**src/rtl/bus_pkg.sv**
```systemverilog
// -----------------------------------------------------------------------------
// bus_pkg
// Shared definitions for the arbitrated shared-bus interconnect.
//   bus_state_e : transaction FSM states (IDLE / XFER / RESP)
//   ERR_OK/ERR_FAULT : values driven on m_err alongside m_ack
//   idx_w()     : index width for an N-entry vector, never narrower than 1 bit
// -----------------------------------------------------------------------------
package bus_pkg;

    typedef enum logic [1:0] {
        IDLE = 2'd0,
        XFER = 2'd1,
        RESP = 2'd2
    } bus_state_e;

    localparam logic ERR_OK    = 1'b0;
    localparam logic ERR_FAULT = 1'b1;   // decode miss or slave timeout

    function automatic int idx_w(input int n);
        return (n > 1) ? $clog2(n) : 1;
    endfunction

endpackage

```
**src/rtl/bus_interconnect_rr_arbiter.sv**
```systemverilog
// -----------------------------------------------------------------------------
// rr_arbiter
// Combinational round-robin arbiter. The search starts at index ptr and wraps,
// so the requester at ptr has highest priority this round.
//   req   : request vector, one bit per requester
//   ptr   : first index to consider
//   grant : one-hot grant (all zero when no request)
// -----------------------------------------------------------------------------
module rr_arbiter
    import bus_pkg::*;
#(
    parameter  int N     = 2,
    localparam int PTR_W = idx_w(N)
) (
    input  logic [N-1:0]     req,
    input  logic [PTR_W-1:0] ptr,
    output logic [N-1:0]     grant
);

    logic             found;
    logic [PTR_W:0]   pos;     // one extra bit so ptr+i can exceed N before wrapping
    logic [PTR_W-1:0] idx;

    always_comb begin
        grant = '0;
        found = 1'b0;
        pos   = '0;
        idx   = '0;
        for (int i = 0; i < N; i++) begin
            pos = {1'b0, ptr} + (PTR_W + 1)'(i);
            if (pos >= (PTR_W + 1)'(N))
                pos = pos - (PTR_W + 1)'(N);
            idx = pos[PTR_W-1:0];
            if (!found && req[idx]) begin
                grant[idx] = 1'b1;
                found      = 1'b1;
            end
        end
    end

endmodule

```
**src/rtl/bus_interconnect.sv**
```systemverilog
// -----------------------------------------------------------------------------
// bus_interconnect
// N_MASTER requesters share one arbitrated channel to N_SLAVE peripherals.
// One transaction is outstanding at a time: IDLE arbitrates and decodes,
// XFER holds the slave select until ack or timeout, RESP pulses m_ack.
//
// Ports
//   clk, rst        : clock, asynchronous active-high reset
//   m_req/m_we      : per-master request level and write flag
//   m_addr/m_wdata/m_be : per-master packed command fields
//   m_ack           : one-hot one-cycle completion to the winning master
//   m_err/m_rdata   : response status and read data, valid with m_ack
//   s_req           : one-hot slave select, held for the transfer
//   s_we/s_addr/s_wdata/s_be : registered command shared by all slaves
//   s_rdata/s_ack   : per-slave read data and completion pulse
// All outputs are registered.
// -----------------------------------------------------------------------------
module bus_interconnect
    import bus_pkg::*;
#(
    parameter int                              N_MASTER   = 2,
    parameter int                              N_SLAVE    = 4,
    parameter int                              ADDR_W     = 32,
    parameter int                              DATA_W     = 32,
    parameter logic [N_SLAVE-1:0][ADDR_W-1:0]  SLAVE_BASE = '0,
    parameter logic [N_SLAVE-1:0][ADDR_W-1:0]  SLAVE_MASK = '0,
    parameter int                              TIMEOUT    = 255
) (
    input  logic                                clk,
    input  logic                                rst,
    input  logic [N_MASTER-1:0]                 m_req,
    input  logic [N_MASTER-1:0]                 m_we,
    input  logic [N_MASTER-1:0][ADDR_W-1:0]     m_addr,
    input  logic [N_MASTER-1:0][DATA_W-1:0]     m_wdata,
    input  logic [N_MASTER-1:0][DATA_W/8-1:0]   m_be,
    output logic [N_MASTER-1:0]                 m_ack,
    output logic                                m_err,
    output logic [DATA_W-1:0]                   m_rdata,
    output logic [N_SLAVE-1:0]                  s_req,
    output logic                                s_we,
    output logic [ADDR_W-1:0]                   s_addr,
    output logic [DATA_W-1:0]                   s_wdata,
    output logic [DATA_W/8-1:0]                 s_be,
    input  logic [N_SLAVE-1:0][DATA_W-1:0]      s_rdata,
    input  logic [N_SLAVE-1:0]                  s_ack
);

    localparam int BE_W  = DATA_W / 8;
    localparam int MW    = idx_w(N_MASTER);
    localparam int SW    = idx_w(N_SLAVE);
    localparam int CNT_W = idx_w(TIMEOUT + 1);

    localparam logic [CNT_W-1:0]    TO_VAL = CNT_W'(TIMEOUT);
    localparam logic [N_MASTER-1:0] M_ONE  = N_MASTER'(1);
    localparam logic [N_SLAVE-1:0]  S_ONE  = N_SLAVE'(1);

    bus_state_e       state;
    logic [MW-1:0]    ptr;
    logic [MW-1:0]    winner;
    logic [SW-1:0]    sel;
    logic [CNT_W-1:0] cnt;
    logic             miss_pend;

    // ---------------- arbitration and command mux ----------------
    logic [N_MASTER-1:0] gnt;
    logic [MW-1:0]       gnt_idx;
    logic                mux_we;
    logic [ADDR_W-1:0]   mux_addr;
    logic [DATA_W-1:0]   mux_wdata;
    logic [BE_W-1:0]     mux_be;

    rr_arbiter #(.N(N_MASTER)) u_arb (
        .req   (m_req),
        .ptr   (ptr),
        .grant (gnt)
    );

    // gnt is one-hot, so an AND-OR mux selects the winner's command
    always_comb begin
        gnt_idx   = '0;
        mux_we    = 1'b0;
        mux_addr  = '0;
        mux_wdata = '0;
        mux_be    = '0;
        for (int i = 0; i < N_MASTER; i++) begin
            if (gnt[i]) begin
                gnt_idx   = MW'(i);
                mux_we    = m_we[i];
                mux_addr  = m_addr[i];
                mux_wdata = m_wdata[i];
                mux_be    = m_be[i];
            end
        end
    end

    // ---------------- address decode ----------------
    logic [N_SLAVE-1:0] hit;
    logic [SW-1:0]      hit_idx;
    logic               any_hit;

    for (genvar i = 0; i < N_SLAVE; i++) begin : g_dec
        assign hit[i] = (mux_addr & SLAVE_MASK[i]) == SLAVE_BASE[i];
    end

    // overlapping windows resolve to the lowest index
    always_comb begin
        hit_idx = '0;
        any_hit = |hit;
        for (int i = N_SLAVE - 1; i >= 0; i--) begin
            if (hit[i])
                hit_idx = SW'(i);
        end
    end

    // ---------------- transaction FSM ----------------
    always_ff @(posedge clk or posedge rst) begin
        if (rst) begin
            state     <= IDLE;
            ptr       <= '0;
            winner    <= '0;
            sel       <= '0;
            cnt       <= '0;
            miss_pend <= 1'b0;
            m_ack     <= '0;
            m_err     <= 1'b0;
            m_rdata   <= '0;
            s_req     <= '0;
            s_we      <= 1'b0;
            s_addr    <= '0;
            s_wdata   <= '0;
            s_be      <= '0;
        end else begin
            case (state)
                IDLE: begin
                    m_ack <= '0;
                    if (|m_req) begin
                        winner  <= gnt_idx;
                        s_we    <= mux_we;
                        s_addr  <= mux_addr;
                        s_wdata <= mux_wdata;
                        s_be    <= mux_be;
                        if (any_hit) begin
                            s_req <= S_ONE << hit_idx;
                            sel   <= hit_idx;
                            cnt   <= '0;
                            state <= XFER;
                        end else begin
                            // A miss spends one cycle in RESP before acking so
                            // its ack lands where the fastest slave's would.
                            miss_pend <= 1'b1;
                            state     <= RESP;
                        end
                    end
                end

                XFER: begin
                    // ack wins over a timeout in the same cycle
                    if (s_ack[sel]) begin
                        s_req   <= '0;
                        m_err   <= ERR_OK;
                        m_rdata <= s_we ? '0 : s_rdata[sel];
                        m_ack   <= M_ONE << winner;
                        state   <= RESP;
                    end else if (TIMEOUT != 0 && cnt == TO_VAL) begin
                        s_req   <= '0;
                        m_err   <= ERR_FAULT;
                        m_rdata <= '0;
                        m_ack   <= M_ONE << winner;
                        state   <= RESP;
                    end else begin
                        cnt <= cnt + 1'b1;
                    end
                end

                RESP: begin
                    if (miss_pend) begin
                        miss_pend <= 1'b0;
                        m_err     <= ERR_FAULT;
                        m_rdata   <= '0;
                        m_ack     <= M_ONE << winner;
                    end else begin
                        m_ack <= '0;
                        ptr   <= (winner == MW'(N_MASTER - 1)) ? '0 : winner + 1'b1;
                        state <= IDLE;
                    end
                end

                default: state <= IDLE;
            endcase
        end
    end

endmodule

```
**config.mk**
```make
export PLATFORM = sky130hd
export DESIGN_NAME = bus_interconnect
export DESIGN_NICKNAME = d
export VERILOG_FILES = /design/src/rtl/bus_pkg.sv /design/src/rtl/bus_interconnect_rr_arbiter.sv /design/src/rtl/bus_interconnect.sv
export SDC_FILE = /design/constraint.sdc
export NUM_CORES = 1
export LEC_CHECK = 0
export CAP_MARGIN = 5
export CORE_AREA = 2 2 147 149
export CTS_CLUSTER_SIZE = 24
export DETAILED_ROUTE_END_ITERATION = 16
export DIE_AREA = 0 0 149 151
export GPL_TIMING_DRIVEN = 0
export PLACE_DENSITY = 0.64
export SLEW_MARGIN = 20
export SYNTH_ARGS = -nofsm -noshare
export SYNTH_HDL_FRONTEND = slang
export SYNTH_SLANG_ARGS = --single-unit
```
**constraint.sdc**
```tcl
create_clock -name clk -period 5.59 [get_ports clk]
set_clock_uncertainty 0.2 [all_clocks]
set_input_delay 1.3975 -clock clk [delete_from_list [all_inputs] [get_ports clk]]
set_output_delay 1.3975 -clock clk [all_outputs]
set_load 0.02 [all_outputs]
```
* Word level (Yosys, flattened, before mapping) *
Cells that the tools add are included.

operators by class
  add/sub/neg operators = 5
  bitwise logic cells = 2
  reduce and logical (&&, ||, !) cells = 16
  shift operators = 1
  order comparisons = 6
  equal/unequal tests = 7
  muxes and demuxes = 45

operator list
  cell                 number
  $mux 32              8
  $mux 8               3
  $mux 4               5
  $mux 1               16
  $pmux 8 s2           1
  $mux 2               7
  $add 8x1->8 const B  1
  $eq 8x8->1 const B   1
  $pmux 2 s2           2
  $pmux 4 s2           1
  $ne 2x2->1 const B   3
  $reduce_and 2->1     3
  $reduce_and 3->1     2
  $lt 1x2->1 const B   2
  $reduce_and 4->1     1
  $reduce_bool 2->1    2
  $reduce_or 2->1      2
  $logic_and 1x1->1    3
  $ne 3x3->1 const B   1
  $reduce_bool 3->1    1
  $add 1x1->2 const B  1
  $demux 1 s1          2
  $eq 2x1->1 const B   1
  $eq 2x2->1 const B   1
  other kinds (10)     12

word-level totals
  input port bits = 274
  word-level logic and storage cells = 94
  register bits after elaboration = 120
  output and inout bits = 108

* Longest topological paths before layout *
Gate-level depths: netlist of run 1.

  word-level depth = 11
  depth in mapped cells = 7
  gate-level depth less buffers = 6

* By module *
From an unflattened synthesis of run 1, not the netlist that was laid out.

second synthesis, totals
  cell total of the unflattened synthesis = 465
  area, all modules = 5154.9 µm²

by module, submodules not included
  module            cells each  instances  seq. area each (µm²)  area an instance (µm²)
  bus_interconnect  462         1          2927.8                5136.2
  rr_arbiter        3           1          0.0                   18.8

* Worst setup path after synthesis of run 1 *
OpenSTA, ideal clock, no wires.

  path type = input to register
  start = input port s_ack[0]
  end = register cnt[2]
  path buffers = 0
  stages on the path = 4
  library setup time = 126 ps
  data arrival time = 2414 ps
  slack = 2849 ps
  required time = 5264 ps
  cells stage by stage = or3b_4 > o21ba_4 > nor2_2 > a221o_1

between the ends
  cells in the longest elaborated chain, start to end = 2

ends and longest elaborated chain
  element                            line                     RTL
  start: declaration                 bus_interconnect.sv:45   input logic [N_SLAVE-1:0] s_ack
  $ne 2x2->1 (no source line)        -
  $reduce_and 4->1 (no source line)  -
  end signal: assignment             bus_interconnect.sv:171  cnt <= cnt + 1'b1;
  end: declaration                   bus_interconnect.sv:61   logic [CNT_W-1:0] cnt;

Every way passes these cells.
A chain may end at the register's enable or synchronous reset.

* Worst setup path after layout of run 1 *
  start = input port m_req[0]
  end = register s_wdata[17]

between the ends
  cells in the longest elaborated chain, start to end = 8
  elaborated cells on any way between the ends = 14
  classes of those cells = 9 x mux; 1 x bitwise; 4 x reduce/logical

ends and longest elaborated chain
  element                                    line                               RTL
  start: declaration                         bus_interconnect.sv:31             input logic [N_MASTER-1:0] m_req,
  $mux 1 (implied by the code) (2 in a row)  bus_interconnect_rr_arbiter.sv:34  if (!found && req[idx]) begin
  $mux 1                                     bus_interconnect_rr_arbiter.sv:34
  $logic_not 1->1                            bus_interconnect_rr_arbiter.sv:34
  $logic_and 1x1->1                          bus_interconnect_rr_arbiter.sv:34
  $mux 2                                     bus_interconnect_rr_arbiter.sv:34
  $mux 32 (2 in a row)                       bus_interconnect.sv:86             if (gnt[i]) begin
  end signal: assignment                     bus_interconnect.sv:140            s_wdata <= mux_wdata;
  end: declaration                           bus_interconnect.sv:42             output logic [DATA_W-1:0] s_wdata,

Several ways; a longest one is shown, not always the timed one. The select of a mux whose other input is x is not followed.

==> summary.txt, run 1 <==
Sequential area share after synthesis = 61.2%
Antenna cells = 0
Largest stage delay, worst path = 0.72 ns
Commonest non-fill, non-tap cell in the layout = clkdlybuf4s50_1
Worst-Skew Late Latency = 0.41 ns
Clk root buf = clkbuf_16
CP Cell Sequence = clkdlybuf4s50_1, o21ai_1, clkbuf_1, nand2_1, nand2_1
Initial antenna violation count = 0
Layout Cells excl Fill = 1043
Maximum vdd drop = 0.218 mV
First-pass GRT wire length = 26400 microns
Power Density = 544 mW/mm^2
Min cycle time layout = 3.35 ns
Number of flops mapped to enable cells by yosys = 0
Slew Limit Fails = 0
Buffers on Ports = 279
Drt drc = 0
Largest net degree at the start of global routing = 75
Worst EP arrival = 3.49 ns
CTS tree = built
Final HPWL DP = 13400 microns
Crit path max-delay family = buffers and inverters
Antenna Nets Post-Route = 0
Share of cells above drive strength 1 = 6.51%
Yosys Warn Count = 0
Synth cell types = 35
Top FF cell, synth = dfrtp_1
Final core occ = 40.9%
CTS sink cnt = 117
Most frequent cells in the layout = clkdlybuf4s50_1 (279), nand2_1 (147), dfrtp_1 (117)
Max clock buf depth = 2
Die Ht = 151 microns
Setup ws final = 2.24 ns
Hold WC Path Type = register to register
Worst r2r src = state[0]
Tot GR Track Use = 15.7%
I/O pin count = 382
WHS Endpoint = s_addr[18]
Crit path launch = m_req[0]
Postcts setup bufs = 0
Max Fclk = 298 MHz
Starting DRC count in detailed routing = 180
Unrepaired setup endpoints after global routing = no
Worst slew pin tran = 0.861 ns
Core area = 0.0208 sq mm
CTS resizes = 0
Status = finished, final reports clean
CTS Buf Count = 17
Site Rows = 53
Final hold violations = 0
Final Wtd Congestion = 0.773
CP bufs+invs = 2
Placed insts = 1012
R2R cell count = 6
Synthesized area = 0.00479 sq mm
1st-pass router iterations = 4
Async set-reset flop share out of synthesis = 100%
DR vias/cell = 4.36
Initial Util = 23.0%
Cell count of the worst hold path = 2
Critical Path RT = 5.73 ns
Cells after Synth = 455
Crit-path slowest cell = clkbuf_1
Area growth, synth to finish = 78.1%
Critical Path Most Common Cell = nand2_1
Final WL = 17700 microns
R2R Setup Slk = 3.25 ns
Vias in the first global route = 4634
Fin crit share = 60.0%
Place WS = 1.76 ns
Post-DR wirelength/cell = 16.9 microns
Levels on crit path = 5
Hold-fix buffers, CTS = 0
Via total after detailed routing = 4550
HP Start = s_addr[18]
Synth Register Bits = 117
Setup violators final = 0
Pleak = 0.00379 uW
Post-layout power = 4640 uW
Final net count = 1031
Grt total ovfl = 0
Startpoint types = input pin
Die ar. = 0.0225 sq mm
Setup CP Type = input pin to register
Max-Cap Viols = 0
Die W = 149 microns
Synth Area per Inst = 10.5 sq um
RR Endpoint = s_we
CP Max Fanout = 10
Slew headroom = 42.2%
Number of H-tree levels = 4
CTS clock-pin slew for the worst setup and hold paths = 0.05 ns
CP Capture Type = register
## flip-flops by register name (all words and copies together) (netlist names)
signal   cells
m_err        1
s_req        1
cnt          8
winner       1
s_we         1
m_rdata     32
m_ack        2
s_be         4
s_wdata     32
s_addr      32
state        2
ptr          1
## power breakdown
group / switching [uW] / total, uW / internal, uW
registers: 216 / 1440 / 1220
clock network: 389 / 1040 / 653
logic: 1170 / 2160 / 989
total: 1770 / 4640 / 2860
## cell type report
cell class                      instances  area (sq um)
Sequential cell                       117          2930
Tap cell                              275           344
Timing Repair Buffer                  280          2820
Clock buffer                           23           488
Fill cell                            2103         12300
Multi-Input combinational cell        299          1690
Buffer                                 33           149
Clock inverter                          8          75.1
Inverter                                8          35.0
## tightest hold or removal path, delay by kind of cell, from the launching register on
family | cells | cell delay [ns]
and+or+nand+nor | 2 | 0.09
DFF | 1 | 0.34
## kinds of logic after synthesis
group,after synthesis,share of synthesized area [%]
AND/OR/NAND/NOR,171,14.4
buffers and inverters,41,3.74
adder cells (fa/ha/maj),1,0.261
multiplexers,3,0.654
other,1,0.0784
AO/OA/AOI/OAI,121,19.7
flip-flops,117,61.2
## metal layers
metal / GRT usage, % / vias to the layer above / share of wire, %
li1: - / 2201 / -
met1: 18.5 / 2119 / 40
met2: 26.5 / 215 / 49
met3: 6.27 / 15 / 10
met4: 4.86 / 0 / 1.4
met5: 0 / - / 0
## worst max-delay path by stage
| stage | endpoint | slack (ns) |
|---|---|---|
| after CTS | s_wdata[17] | 2.19 |
| after detailed placement | s_wdata[17] | 1.76 |
| after floorplan | cnt[0] | 0.89 |
| final | s_wdata[17] | 2.24 |
| after global placement | s_wdata[7] | -1.06 |
| after global routing | s_wdata[19] | 2.07 |
## cell usage after synthesis (2+ instances only)
cell / instances / area share, %
nand2_1: 147 / 12
dfrtp_1: 117 / 61
a22oi_1: 69 / 11
a22o_1: 32 / 5.9
clkbuf_1: 19 / 1.5
buf_2: 11 / 1.2
inv_1: 8 / 0.63
nor2_1: 5 / 0.39
a21oi_1: 4 / 0.42
and3_1: 4 / 0.52
a31oi_1: 3 / 0.39
buf_4: 3 / 0.47
nand3_1: 3 / 0.31
o21ai_0: 3 / 0.31
a21o_1: 2 / 0.31
a221o_1: 2 / 0.42
mux2i_1: 2 / 0.42
nand2b_1: 2 / 0.26
nand4_1: 2 / 0.26
nor2b_1: 2 / 0.26
## per-stage QoR
step	hold WS [ns]	TNS (ns)	area, sq um
CTS	0.267	0	8530
floorplan	0.270	0	4790
global route	0.283	0	8530
detailed placement	0.254	0	7960
finish	0.261	0	8530
global placement	0.249	-122.66	7930
Power figures use the tool's default switching activity.
==> run 2, diff against run 1 <==
- clock period: 5.59 -> 3.3 ns (I/O delays scaled with it)
==> run 2 against run 1 <==
Effect of this change:
- routed wire length is 1.9% lower
- power is 71% higher
- die area stayed put
- clock power is 79% higher
- worst setup slack worse by 1.6 ns
- sequential power is 69% higher
- non-clock buffer count is 3 higher
- critical path depth is 2 higher
- count of clock-buffer cells in the layout is 4 lower
- utilization is 0.43 points higher
- sequential share of layout area is 0.36 points lower
- largest cell class unchanged
==> summary.txt, run 2 (synthesized netlist as in run 1, its figures left out) <==
Status = finished, final reports clean
Final Wtd Congestion = 0.797
R2R cell count = 6
Critical Path Most Common Cell = clkbuf_1
Site Rows = 53
Post-DR wirelength/cell = 16.6 microns
Area of the multi-input gates = 0.00169 sq mm
Via total after detailed routing = 4575
Worst EP arrival = 2.77 ns
DR vias/cell = 4.38
Core area = 0.0208 sq mm
Unrepaired setup endpoints after global routing = no
Min cycle time layout = 2.63 ns
Number of H-tree levels = 4
HP Start = s_wdata[16]
Most frequent cells in the layout = clkdlybuf4s50_1 (279), nand2_1 (147), dfrtp_1 (117)
Postcts setup bufs = 0
Final HPWL DP = 13400 microns
CTS resizes = 0
Final hold violations = 0
Die ar. = 0.0225 sq mm
Largest net degree at the start of global routing = 33
Crit-path slowest cell = clkbuf_1
Antenna cells = 0
R2R Setup Slk = 0.90 ns
Vias in the first global route = 4517
Starting DRC count in detailed routing = 133
Share of cells above drive strength 1 = 7.01%
Worst-Skew Late Latency = 0.40 ns
CP Max Fanout = 10
First-pass GRT wire length = 26100 microns
Fin crit share = 79.7%
Max clock buf depth = 2
FF+latch area = 0.00293 sq mm
Slew headroom = 46.5%
Initial antenna violation count = 0
Maximum vdd drop = 0.327 mV
Hold WC Path Type = register to register
Grt total ovfl = 0
Final core occ = 41.4%
CTS tree = built
Startpoint types = input pin
Cell count of the worst hold path = 2
Slew Limit Fails = 0
Power Density = 921 mW/mm^2
Antenna Nets Post-Route = 0
Die W = 149 microns
1st-pass router iterations = 5
Max Fclk = 380 MHz
Setup CP Type = input pin to register
RR Endpoint = s_addr[30]
Final net count = 1034
Post-route design area = 0.00862 sq mm
Final WL = 17300 microns
Buffers on Ports = 279
Sw power = 2970 uW
Critical Path RT = 3.44 ns
Largest registers = m_rdata (32), s_addr (32), s_wdata (32)
Placed insts = 1015
P_int = 4960 uW
Number of fill cells in the layout = 2110
Worst slew pin tran = 0.797 ns
Drt drc = 0
Switching share of power = 37.4%
Clk root buf = clkbuf_16
Initial Util = 23.0%
Hold-fix buffers, CTS = 0
Part of the power in registers = 30.6%
Area of placed instances = 0.00803 sq mm
Layout Cells excl Fill = 1045
CP Cell Sequence = clkdlybuf4s50_1, nand2b_1, and3_1, clkbuf_1, clkbuf_1, a22oi_1, nand2_1
CTS sink cnt = 117
Setup violators final = 0
WHS Endpoint = s_wdata[16]
Combinational fraction of design power = 45.9%
Max-Cap Viols = 0
CTS Buf Count = 17
Worst r2r src = state[0]
Area growth, synth to finish = 80.0%
Commonest non-fill, non-tap cell in the layout = clkdlybuf4s50_1
Clk pwr share = 23.4%
CTS clock-pin slew for the worst setup and hold paths = 0.06 ns
CP Capture Type = register
Tot GR Track Use = 15.4%
Pleak = 0.00385 uW
I/O pin count = 382
Largest stage delay, worst path = 0.50 ns
Die Ht = 151 microns
## run 2: final cells by class
class / instances / area share, %
Clock buffer: 19 / 5.26
Inverter: 8 / 0.392
Clock inverter: 11 / 1.55
Timing Repair Buffer: 283 / 33.5
Buffer: 33 / 1.73
Tap cell: 275 / 3.99
Sequential cell: 117 / 34.0
Multi-Input combinational cell: 299 / 19.6
## run 2: metrics by stage
| stage | TNS [ns] | hold slack (ns) | power [uW] | setup slack, ns |
|---|---|---|---|---|
| 6_report | 0 | 0.261 | 7930 | 0.669 |
| 2_1_floorplan | 0 | 0.270 | 4240 | 0.848 |
| 3_3_place_gp | -42.31 | 0.249 | 6110 | -0.372 |
| 4_1_cts | 0 | 0.266 | 8070 | 0.502 |
| 3_5_place_dp | 0 | 0.254 | 6160 | 0.0781 |
| 5_1_grt | 0 | 0.273 | 8470 | 0.345 |
## run 2: power groups by stage
stage	Combinational (uW)	Sequential (uW)	Clock (uW)
floorplan	1110	3130	0
global placement	3680	2430	0
detailed placement	3700	2460	0
CTS	3720	2440	1910
global route	3960	2520	1990
finish	3640	2430	1860
## run 2: how the worst max path moves through the flow
stage          startpoint          end  slack (ns)  cells past startpoint
5_1_grt          m_req[0]  s_wdata[13]        0.35                      5
6_report         m_req[0]   s_addr[30]        0.67                      7
4_1_cts          m_req[0]  s_wdata[17]        0.50                      5
3_5_place_dp     m_req[0]  s_wdata[17]        0.08                      5
2_1_floorplan         rst       cnt[0]        0.85                      1
3_3_place_gp          rst   s_addr[29]       -0.37                      2
## run 2: worst max-delay path: cells and delay by family
| family | cells | cell delay [ns] |
|---|---|---|
| compound gates | 1 | 0.21 |
| simple gates | 3 | 0.33 |
| buf+inv | 3 | 1.39 |
## run 2: per-layer routing
metal / GRT usage [%] / vias up / routed length [microns]
li1: - / 2208 / -
met1: 18.3 / 2145 / 6970
met2: 26.4 / 209 / 8580
met3: 5.36 / 13 / 1570
met4: 4.90 / 0 / 231
met5: 0 / - / 0
==> run 3, diff against run 2 <==
- clock period: 3.3 -> 2.55 ns (I/O delays scaled with it)
==> run 3 against run 2 <==
Effect of this change:
- register-to-register slack worse by 0.64 ns
- cell area about the same
- sequential share of layout area about the same
- clock power grew 30%
- largest cell class unchanged
- largest power group unchanged
- highest routed layer unchanged
==> summary.txt, run 3 (synthesized netlist as in run 1, its figures left out) <==
Post-DR wirelength/cell = 16.6 microns
Commonest non-fill, non-tap cell in the layout = clkdlybuf4s50_1
Final net count = 1033
Final hold violations = 0
Area growth, synth to finish = 80.1%
Final core occ = 41.4%
Largest net degree at the start of global routing = 33
Vias in the first global route = 4517
Setup TNS = 0 ns
CP Capture Type = register
Setup CP Type = input pin to register
Crit path max-delay family = buffers and inverters
Worst EP arrival = 2.45 ns
Via total after detailed routing = 4569
Power Density = 1190 mW/mm^2
Setup ws final = 0.242 ns
Initial Util = 23.0%
Maximum vdd drop = 0.423 mV
Worst r2r src = state[0]
Core area = 0.0208 sq mm
Worst slew pin tran = 0.711 ns
Initial antenna violation count = 0
Die Ht = 151 microns
Share of cells above drive strength 1 = 7.41%
Grt total ovfl = 0
Antenna Nets Post-Route = 0
1st-pass router iterations = 4
CTS Buf Count = 17
CTS clock-pin slew for the worst setup and hold paths = 0.06 ns
Number of H-tree levels = 4
Antenna cells = 0
Buffers on Ports = 279
HP Start = s_wdata[16]
Status = finished, final reports clean
Postcts setup bufs = 0
Max Fclk = 433 MHz
CP Max Fanout = 10
Tot GR Track Use = 15.4%
Largest registers = m_rdata (32), s_addr (32), s_wdata (32)
CP bufs+invs = 2
Max clock buf depth = 2
Site Rows = 53
Place WS = -0.484 ns
CTS tree = built
Layout Cells excl Fill = 1044
Critical Path RT = 2.69 ns
Worst-Skew Late Latency = 0.40 ns
Startpoint types = input pin
Setup violators final = 0
Starting DRC count in detailed routing = 146
Crit-path slowest cell = clkdlybuf4s50_1
Die ar. = 0.0225 sq mm
Pleak = 0.00386 uW
DR vias/cell = 4.38
CP Cell Sequence = clkdlybuf4s50_1, nand2b_1, and3_1, clkbuf_1, a22oi_1, nand2_1
Final WL = 17300 microns
Placed insts = 1015
Largest stage delay, worst path = 0.47 ns
Final Wtd Congestion = 0.797
Die W = 149 microns
Slew Limit Fails = 0
Min cycle time layout = 2.31 ns
Clk root buf = clkbuf_16
Final HPWL DP = 13400 microns
Most frequent cells in the layout = clkdlybuf4s50_1 (279), nand2_1 (147), dfrtp_1 (117)
Unrepaired setup endpoints after global routing = no
Slew headroom = 52.6%
I/O pin count = 382
Drt drc = 0
Hold WC Path Type = register to register
CTS sink cnt = 117
Crit path launch = m_req[0]
First-pass GRT wire length = 26100 microns
Fin crit share = 90.5%
Max-Cap Viols = 0
==> run 3: cell types whose count changed in the layout (fill, tap and decap cells not counted), sizes merged <==
cell    previous run  this run
clkbuf            38        37
==> run 3: worst paths after layout <==
check | slack, ns | to | depth (start not counted)
max | 0.24 | s_wdata[5] | 6
min | 0.26 | s_wdata[16] | 2
max reg2reg | 0.26 | s_wdata[5] | 5
min reg2reg | 0.26 | s_wdata[16] | 2
max in group asynchronous | 0.97 | s_be[1] | 4
min in group asynchronous | 0.45 | s_wdata[26] | 2
==> run 3: worst register-to-register path: stages, from the launching register on <==
cell      delay [ns]
dfrtp_1         0.46
nor2_1          0.27
and3_1          0.50
clkbuf_1        0.45
a22oi_1         0.23
nand2_1         0.11
==> run 3: layout make-up <==
cell class / instances / area [sq um]
Fill cell: 2113 / 12200
Sequential cell: 117 / 2930
Timing Repair Buffer: 283 / 2890
Multi-Input combinational cell: 299 / 1690
Clock buffer: 19 / 453
Tap cell: 275 / 344
Buffer: 32 / 148
Clock inverter: 11 / 134
Inverter: 8 / 33.8
==> run 3: timing repair <==
item	4_1_cts	5_1_grt
gates resized for setup	1	4
hold endpoints to repair	0	0
hold buffers	0	0
endpoints found under the setup margin	10	21
==> run 3: metal layers <==
| layer | part of all wire (%) | track usage [%] |
|---|---|---|
| met4 | 1.3 | 4.90 |
| met2 | 50 | 26.4 |
| met3 | 9.1 | 5.36 |
| met1 | 40 | 18.3 |
| met5 | 0 | 0 |
==> run 3: metrics by stage <==
step           hold slack [ns]  cell area [sq um]  power, uW
3_3_place_gp             0.249               7930       7910
2_1_floorplan            0.270               4800       5490
6_report                 0.261               8620      10300
3_5_place_dp             0.254               8030       7970
4_1_cts                  0.266               8620      10400
5_1_grt                  0.273               8620      11000
==> run 3: report_power, final <==
group          total, uW  switching, uW  internal [uW]  leakage, uW
registers           3150            468           2680      0.00147
clock network       2410            840           1570     0.000298
logic               4720           2540           2180      0.00209
total              10300           3840           6430      0.00386
